--- src/rtl/mem_access.sv ---
// Memory-access stage: runs load/store on a req/ack bus, passes other results through.
// Optional MEM_MISALIGN_TRAP_EN adds a misaligned output and skips the bus for misaligned accesses.
module mem_access #(
  parameter int ADDR_W = 32
) (
  input  logic              clk,
  input  logic              reset,
  input  logic              valid_i,
  output logic              ready_o,
  input  logic              is_load,
  input  logic              is_store,
  input  logic [2:0]        func3,
  input  logic [31:0]       addr_i,
  input  logic [31:0]       store_data,
  input  logic [4:0]        dest_i,
  output logic              mem_req,
  output logic              mem_we,
  output logic [ADDR_W-1:0] mem_addr,
  output logic [31:0]       mem_wdata,
  output logic [3:0]        mem_wstrb,
  input  logic [31:0]       mem_rdata,
  input  logic              mem_ack,
  output logic              wb_valid,
  output logic [4:0]        wb_dest,
  output logic [31:0]       wb_data
`ifdef MEM_MISALIGN_TRAP_EN
  ,
  output logic              misaligned
`endif
);

  typedef enum logic {
    IDLE = 1'b0,
    WAIT = 1'b1
  } state_t;

  state_t              state_q, state_d;
  logic                mem_req_q, mem_req_d;
  logic                mem_we_q, mem_we_d;
  logic [ADDR_W-1:0]   mem_addr_q, mem_addr_d;
  logic [31:0]         mem_wdata_q, mem_wdata_d;
  logic [3:0]          mem_wstrb_q, mem_wstrb_d;
  logic                wb_valid_q, wb_valid_d;
  logic [4:0]          wb_dest_q, wb_dest_d;
  logic [31:0]         wb_data_q, wb_data_d;
  logic [2:0]          func3_q, func3_d;
  logic [1:0]          addr_lo_q, addr_lo_d;
  logic [4:0]          dest_q, dest_d;
`ifdef MEM_MISALIGN_TRAP_EN
  logic                misaligned_q, misaligned_d;
  logic                misalign_in;
`endif

  logic                is_byte_in, is_half_in;
  logic                mem_op_in;
  logic [31:0]         st_wdata;
  logic [3:0]          st_wstrb;
  logic [31:0]         load_data;
  logic [7:0]          ld_byte;
  logic [15:0]         ld_half;

  assign is_byte_in = (func3[1:0] == 2'b00);
  assign is_half_in = (func3[1:0] == 2'b01);
  assign mem_op_in  = is_load | is_store;

  // Store lane replication and byte enables from size code and low address bits.
  always_comb begin
    st_wdata = store_data;
    st_wstrb = 4'b1111;
    if (is_byte_in) begin
      st_wdata = {4{store_data[7:0]}};
      st_wstrb = 4'b0001 << addr_i[1:0];
    end else if (is_half_in) begin
      st_wdata = {2{store_data[15:0]}};
      st_wstrb = addr_i[1] ? 4'b1100 : 4'b0011;
    end
  end

`ifdef MEM_MISALIGN_TRAP_EN
  assign misalign_in = (is_half_in && addr_i[0]) ||
                       (!is_byte_in && !is_half_in && (addr_i[1:0] != 2'b00));
`endif

  // Load lane extraction uses the size/address captured at accept time.
  always_comb begin
    ld_byte = 8'h00;
    case (addr_lo_q)
      2'd0: ld_byte = mem_rdata[7:0];
      2'd1: ld_byte = mem_rdata[15:8];
      2'd2: ld_byte = mem_rdata[23:16];
      default: ld_byte = mem_rdata[31:24];
    endcase
    ld_half = addr_lo_q[1] ? mem_rdata[31:16] : mem_rdata[15:0];
    load_data = mem_rdata;
    if (func3_q[1:0] == 2'b00) begin
      load_data = func3_q[2] ? {24'h0, ld_byte} : {{24{ld_byte[7]}}, ld_byte};
    end else if (func3_q[1:0] == 2'b01) begin
      load_data = func3_q[2] ? {16'h0, ld_half} : {{16{ld_half[15]}}, ld_half};
    end
  end

  always_comb begin
    state_d     = state_q;
    mem_req_d   = mem_req_q;
    mem_we_d    = mem_we_q;
    mem_addr_d  = mem_addr_q;
    mem_wdata_d = mem_wdata_q;
    mem_wstrb_d = mem_wstrb_q;
    wb_valid_d  = 1'b0;
    wb_dest_d   = wb_dest_q;
    wb_data_d   = wb_data_q;
    func3_d     = func3_q;
    addr_lo_d   = addr_lo_q;
    dest_d      = dest_q;
`ifdef MEM_MISALIGN_TRAP_EN
    misaligned_d = 1'b0;
`endif
    case (state_q)
      IDLE: begin
        if (valid_i) begin
          if (!mem_op_in) begin
            wb_valid_d = 1'b1;
            wb_dest_d  = dest_i;
            wb_data_d  = addr_i;
`ifdef MEM_MISALIGN_TRAP_EN
          end else if (misalign_in) begin
            wb_valid_d   = 1'b1;
            misaligned_d = 1'b1;
            wb_dest_d    = 5'd0;
            wb_data_d    = addr_i;
`endif
          end else begin
            // A load+store combination is treated as a store.
            state_d     = WAIT;
            mem_req_d   = 1'b1;
            mem_we_d    = is_store;
            mem_addr_d  = {addr_i[ADDR_W-1:2], 2'b00};
            mem_wdata_d = st_wdata;
            mem_wstrb_d = is_store ? st_wstrb : 4'b0000;
            func3_d     = func3;
            addr_lo_d   = addr_i[1:0];
            dest_d      = dest_i;
          end
        end
      end
      WAIT: begin
        if (mem_ack) begin
          state_d     = IDLE;
          mem_req_d   = 1'b0;
          mem_we_d    = 1'b0;
          mem_wstrb_d = 4'b0000;
          wb_valid_d  = 1'b1;
          wb_dest_d   = mem_we_q ? 5'd0 : dest_q;
          wb_data_d   = mem_we_q ? 32'd0 : load_data;
        end
      end
      default: state_d = IDLE;
    endcase
  end

  always_ff @(posedge clk) begin
    if (!reset) begin
      state_q     <= IDLE;
      mem_req_q   <= 1'b0;
      mem_we_q    <= 1'b0;
      mem_addr_q  <= '0;
      mem_wdata_q <= 32'd0;
      mem_wstrb_q <= 4'd0;
      wb_valid_q  <= 1'b0;
      wb_dest_q   <= 5'd0;
      wb_data_q   <= 32'd0;
      func3_q     <= 3'd0;
      addr_lo_q   <= 2'd0;
      dest_q      <= 5'd0;
`ifdef MEM_MISALIGN_TRAP_EN
      misaligned_q <= 1'b0;
`endif
    end else begin
      state_q     <= state_d;
      mem_req_q   <= mem_req_d;
      mem_we_q    <= mem_we_d;
      mem_addr_q  <= mem_addr_d;
      mem_wdata_q <= mem_wdata_d;
      mem_wstrb_q <= mem_wstrb_d;
      wb_valid_q  <= wb_valid_d;
      wb_dest_q   <= wb_dest_d;
      wb_data_q   <= wb_data_d;
      func3_q     <= func3_d;
      addr_lo_q   <= addr_lo_d;
      dest_q      <= dest_d;
`ifdef MEM_MISALIGN_TRAP_EN
      misaligned_q <= misaligned_d;
`endif
    end
  end

  assign ready_o   = (state_q == IDLE);
  assign mem_req   = mem_req_q;
  assign mem_we    = mem_we_q;
  assign mem_addr  = mem_addr_q;
  assign mem_wdata = mem_wdata_q;
  assign mem_wstrb = mem_wstrb_q;
  assign wb_valid  = wb_valid_q;
  assign wb_dest   = wb_dest_q;
  assign wb_data   = wb_data_q;
`ifdef MEM_MISALIGN_TRAP_EN
  assign misaligned = misaligned_q;
`endif

endmodule

--- config.mk ---
export PLATFORM = sky130hd
export DESIGN_NAME = mem_access
export DESIGN_NICKNAME = d
export VERILOG_FILES = /design/src/rtl/mem_access.sv
export SDC_FILE = /design/constraint.sdc
export NUM_CORES = 1
export LEC_CHECK = 0
export ABC_AREA = 1
export CAP_MARGIN = 20
export CORE_MARGIN = 3
export CORE_UTILIZATION = 30
export CTS_CLUSTER_DIAMETER = 80
export CTS_CLUSTER_SIZE = 40
export DETAILED_ROUTE_END_ITERATION = 8
export PLACE_DENSITY = 0.55
export SYNTH_ARGS = -nofsm -noshare
export SYNTH_HDL_FRONTEND = slang
export SYNTH_SLANG_ARGS = --single-unit
--- constraint.sdc ---
create_clock -name clk -period 4 [get_ports clk]
set_input_delay 0.8 -clock clk [delete_from_list [all_inputs] [get_ports clk]]
set_output_delay 0.8 -clock clk [all_outputs]
set_load 0.005 [all_outputs]
==> summary.txt <==
Layout
  • Layout cell share with drive strength beyond 1: 0.0719
  • Cell area after layout: 8260 um^2
  • Area Overhead vs Synth: 49.6%
  • Layout net count: 1071
  • Final core occ: 0.468
  • Post-route insts no fill: 1199
  • Commonest non-fill, non-tap cell in the layout: clkdlybuf4s50_1
  • Most frequent cells in the layout: clkdlybuf4s50_1, nand2_1, nor2_1
  • Ant diodes: 0

Synth
  • Synth warn: 0
  • Post-Synthesis Cells: 777
  • Register area share after synthesis: 0.424
  • Synth unique cells: 30
  • Synth Register Bits: 117
  • Mean post-synth cell area: 7.10 um^2
  • Cell Area, Synth: 5520 um^2

Die
  • Die Span Y: 142 um
  • Num rows: 48
  • I/O Pins: 219
  • Core area: 17700 um^2
  • Initial Util: 0.313
  • Chip Width: 142 um
  • Die footprint: 20100 um^2

Timing
  • Setup Total Neg Slack: 0 ns
  • Final hold viol count: 0
  • Worst-Margin Slew: 0.826 ns
  • Period utilisation layout: 0.654
  • Final Max Slew Viols: 0
  • Fmax: 0.382 GHz
  • RSZ-0062 raised after global routing: false
  • Tmin final: 2.62 ns
  • Final setup violation count: 0
  • Slew margin rel.: 0.449
  • Skew final: 0.00883 ns

Worst setup path
  • Max Fanout on Critical Path: 41
  • Worst Setup Path Type: reg2out
  • Worst Setup End Kind: primary output
  • Data arrival, critical path: 1.82 ns
  • CP required: 3.20 ns
  • Reg2Reg Setup Slack: 1.87 ns
  • Startpoint types: flip-flop

Routing
  • Via count: 5851
  • Drt initial violations: 353
  • WL per Instance: 16.8 um
  • Total iterations of the first detailed-routing run: 5
  • Antenna Nets Post-Route: 0
  • Final WL: 20.1 mm
  • Via density: 4.88
  • Residual DRC: 0

Clocking
  • Worst-path clk slew: 0.05 ns
  • # hold bufs at CTS: 0
  • Clk sinks: 117
  • Clock Tree Root: clkbuf_16
  • Clk buf depth: 2
  • Post-CTS setup buffer count: 0
  • Worst-skew pair later-pin latency: 0.41 ns
  • H-tree levels: 4
  • CTS tree: done
  • Post-cts sizing count: 0
  • TritonCTS Buffers: 17

Placement
  • DP Area: 7680 um^2
  • Post-placement cell count: 1167
  • Port-buffer cells: 216
  • Hpwl dp: 14.1 mm
  • GP Congestion: 0.839

GRT
  • Global router's overall resource usage: 0.197
  • Largest net degree at the start of global routing: 88
  • Initial antenna violation count: 0
  • Vias in the first global route: 5622
  • Grt total ovfl: 0
  • First-pass GRT wire length: 31.4 mm

Outcome
  • Status: complete, no violations

Pwr
  • Worst vdd ir: 271 uV
  • LEAKAGE: 3.28 nW
  • Power per cell area: 429 nW/um^2

Min path
  • Hold crit path type: reg2reg

Run
  • MaxCap Viol Count: 0
-- flip-flops by register name, summed over array words and instances, names as in the netlist --
signal,cells
mem_req,1
mem_wstrb,4
wb_data,32
mem_we,1
wb_valid,1
mem_wdata,32
mem_addr,30
dest_q,5
wb_dest,5
state_q,1
addr_lo_q,2
func3_q,3
-- worst paths after layout --
check	end	cells past startpoint	start
setup / recovery	ready_o	2	state_q
hold / removal	mem_wstrb[0]	2	mem_wstrb[0]
setup reg to reg	mem_addr[8]	6	state_q
hold reg to reg	mem_wstrb[0]	2	mem_wstrb[0]
-- report_power, final --
group | total (mW) | switching, mW | leakage (nW) | internal, mW
clock network | 1.51 | 0.590 | 0.281 | 0.922
logic | 0.705 | 0.355 | 2.04 | 0.350
registers | 1.33 | 0.0601 | 0.966 | 1.27
total | 3.54 | 1.00 | 3.28 | 2.54
-- Yosys cell counts (all sizes together) --
cell / count / area [um^2]
a21oi: 81 / 417
a31oi: 22 / 138
a41oi: 3 / 26.3
buf: 38 / 269
clkbuf: 20 / 75.1
clkinv: 2 / 7.51
conb: 1 / 3.75
dfxtp: 117 / 2340
inv: 29 / 111
nand2: 138 / 528
nand3: 53 / 300
nand3b: 1 / 7.51
nand4: 14 / 87.6
nor2: 142 / 616
o21ai: 116 / 592
-- critical path: stages, from the launching register on --
cell,delay (ns)
dfxtp_1,0.36
inv_4,0.38
clkdlybuf4s50_1,0.62
-- final cells by class --
type | count | area (um^2)
clock buffer | 18 | 429
clock inverter | 14 | 151
fill | 1857 | 9400
inverter | 31 | 119
multi-input combinational | 572 | 2720
sequential | 117 | 2340
tap | 225 | 282
timing repair buffer | 222 | 2210
-- kinds of logic after synthesis --
family,share of synthesized area
AO/OA/AOI/OAI,0.212
buffers and inverters,0.0839
flip-flops,0.424
other,0.000679
AND/OR/NAND/NOR,0.279
-- metrics by stage --
stage          total power [mW]  hold WS, ns  setup slack [ns]
6_report                   3.54        0.470              1.38
5_1_grt                    3.72        0.479              1.30
4_1_cts                    3.58        0.472              1.35
3_5_place_dp               2.06        0.454              1.16
3_3_place_gp               2.06        0.451              1.26
2_1_floorplan              1.68        0.455              2.21
-- per-layer routing --
| layer | GRT usage | vias up | share of wire |
|---|---|---|---|
| li1 | - | 2976 | - |
| met1 | 0.272 | 2666 | 0.46 |
| met4 | 0.0667 | 0 | 0.022 |
| met3 | 0.0688 | 27 | 0.078 |
| met5 | 0 | - | 0 |
| met2 | 0.287 | 182 | 0.44 |
No activity file was read; power rests on OpenSTA's default activity.
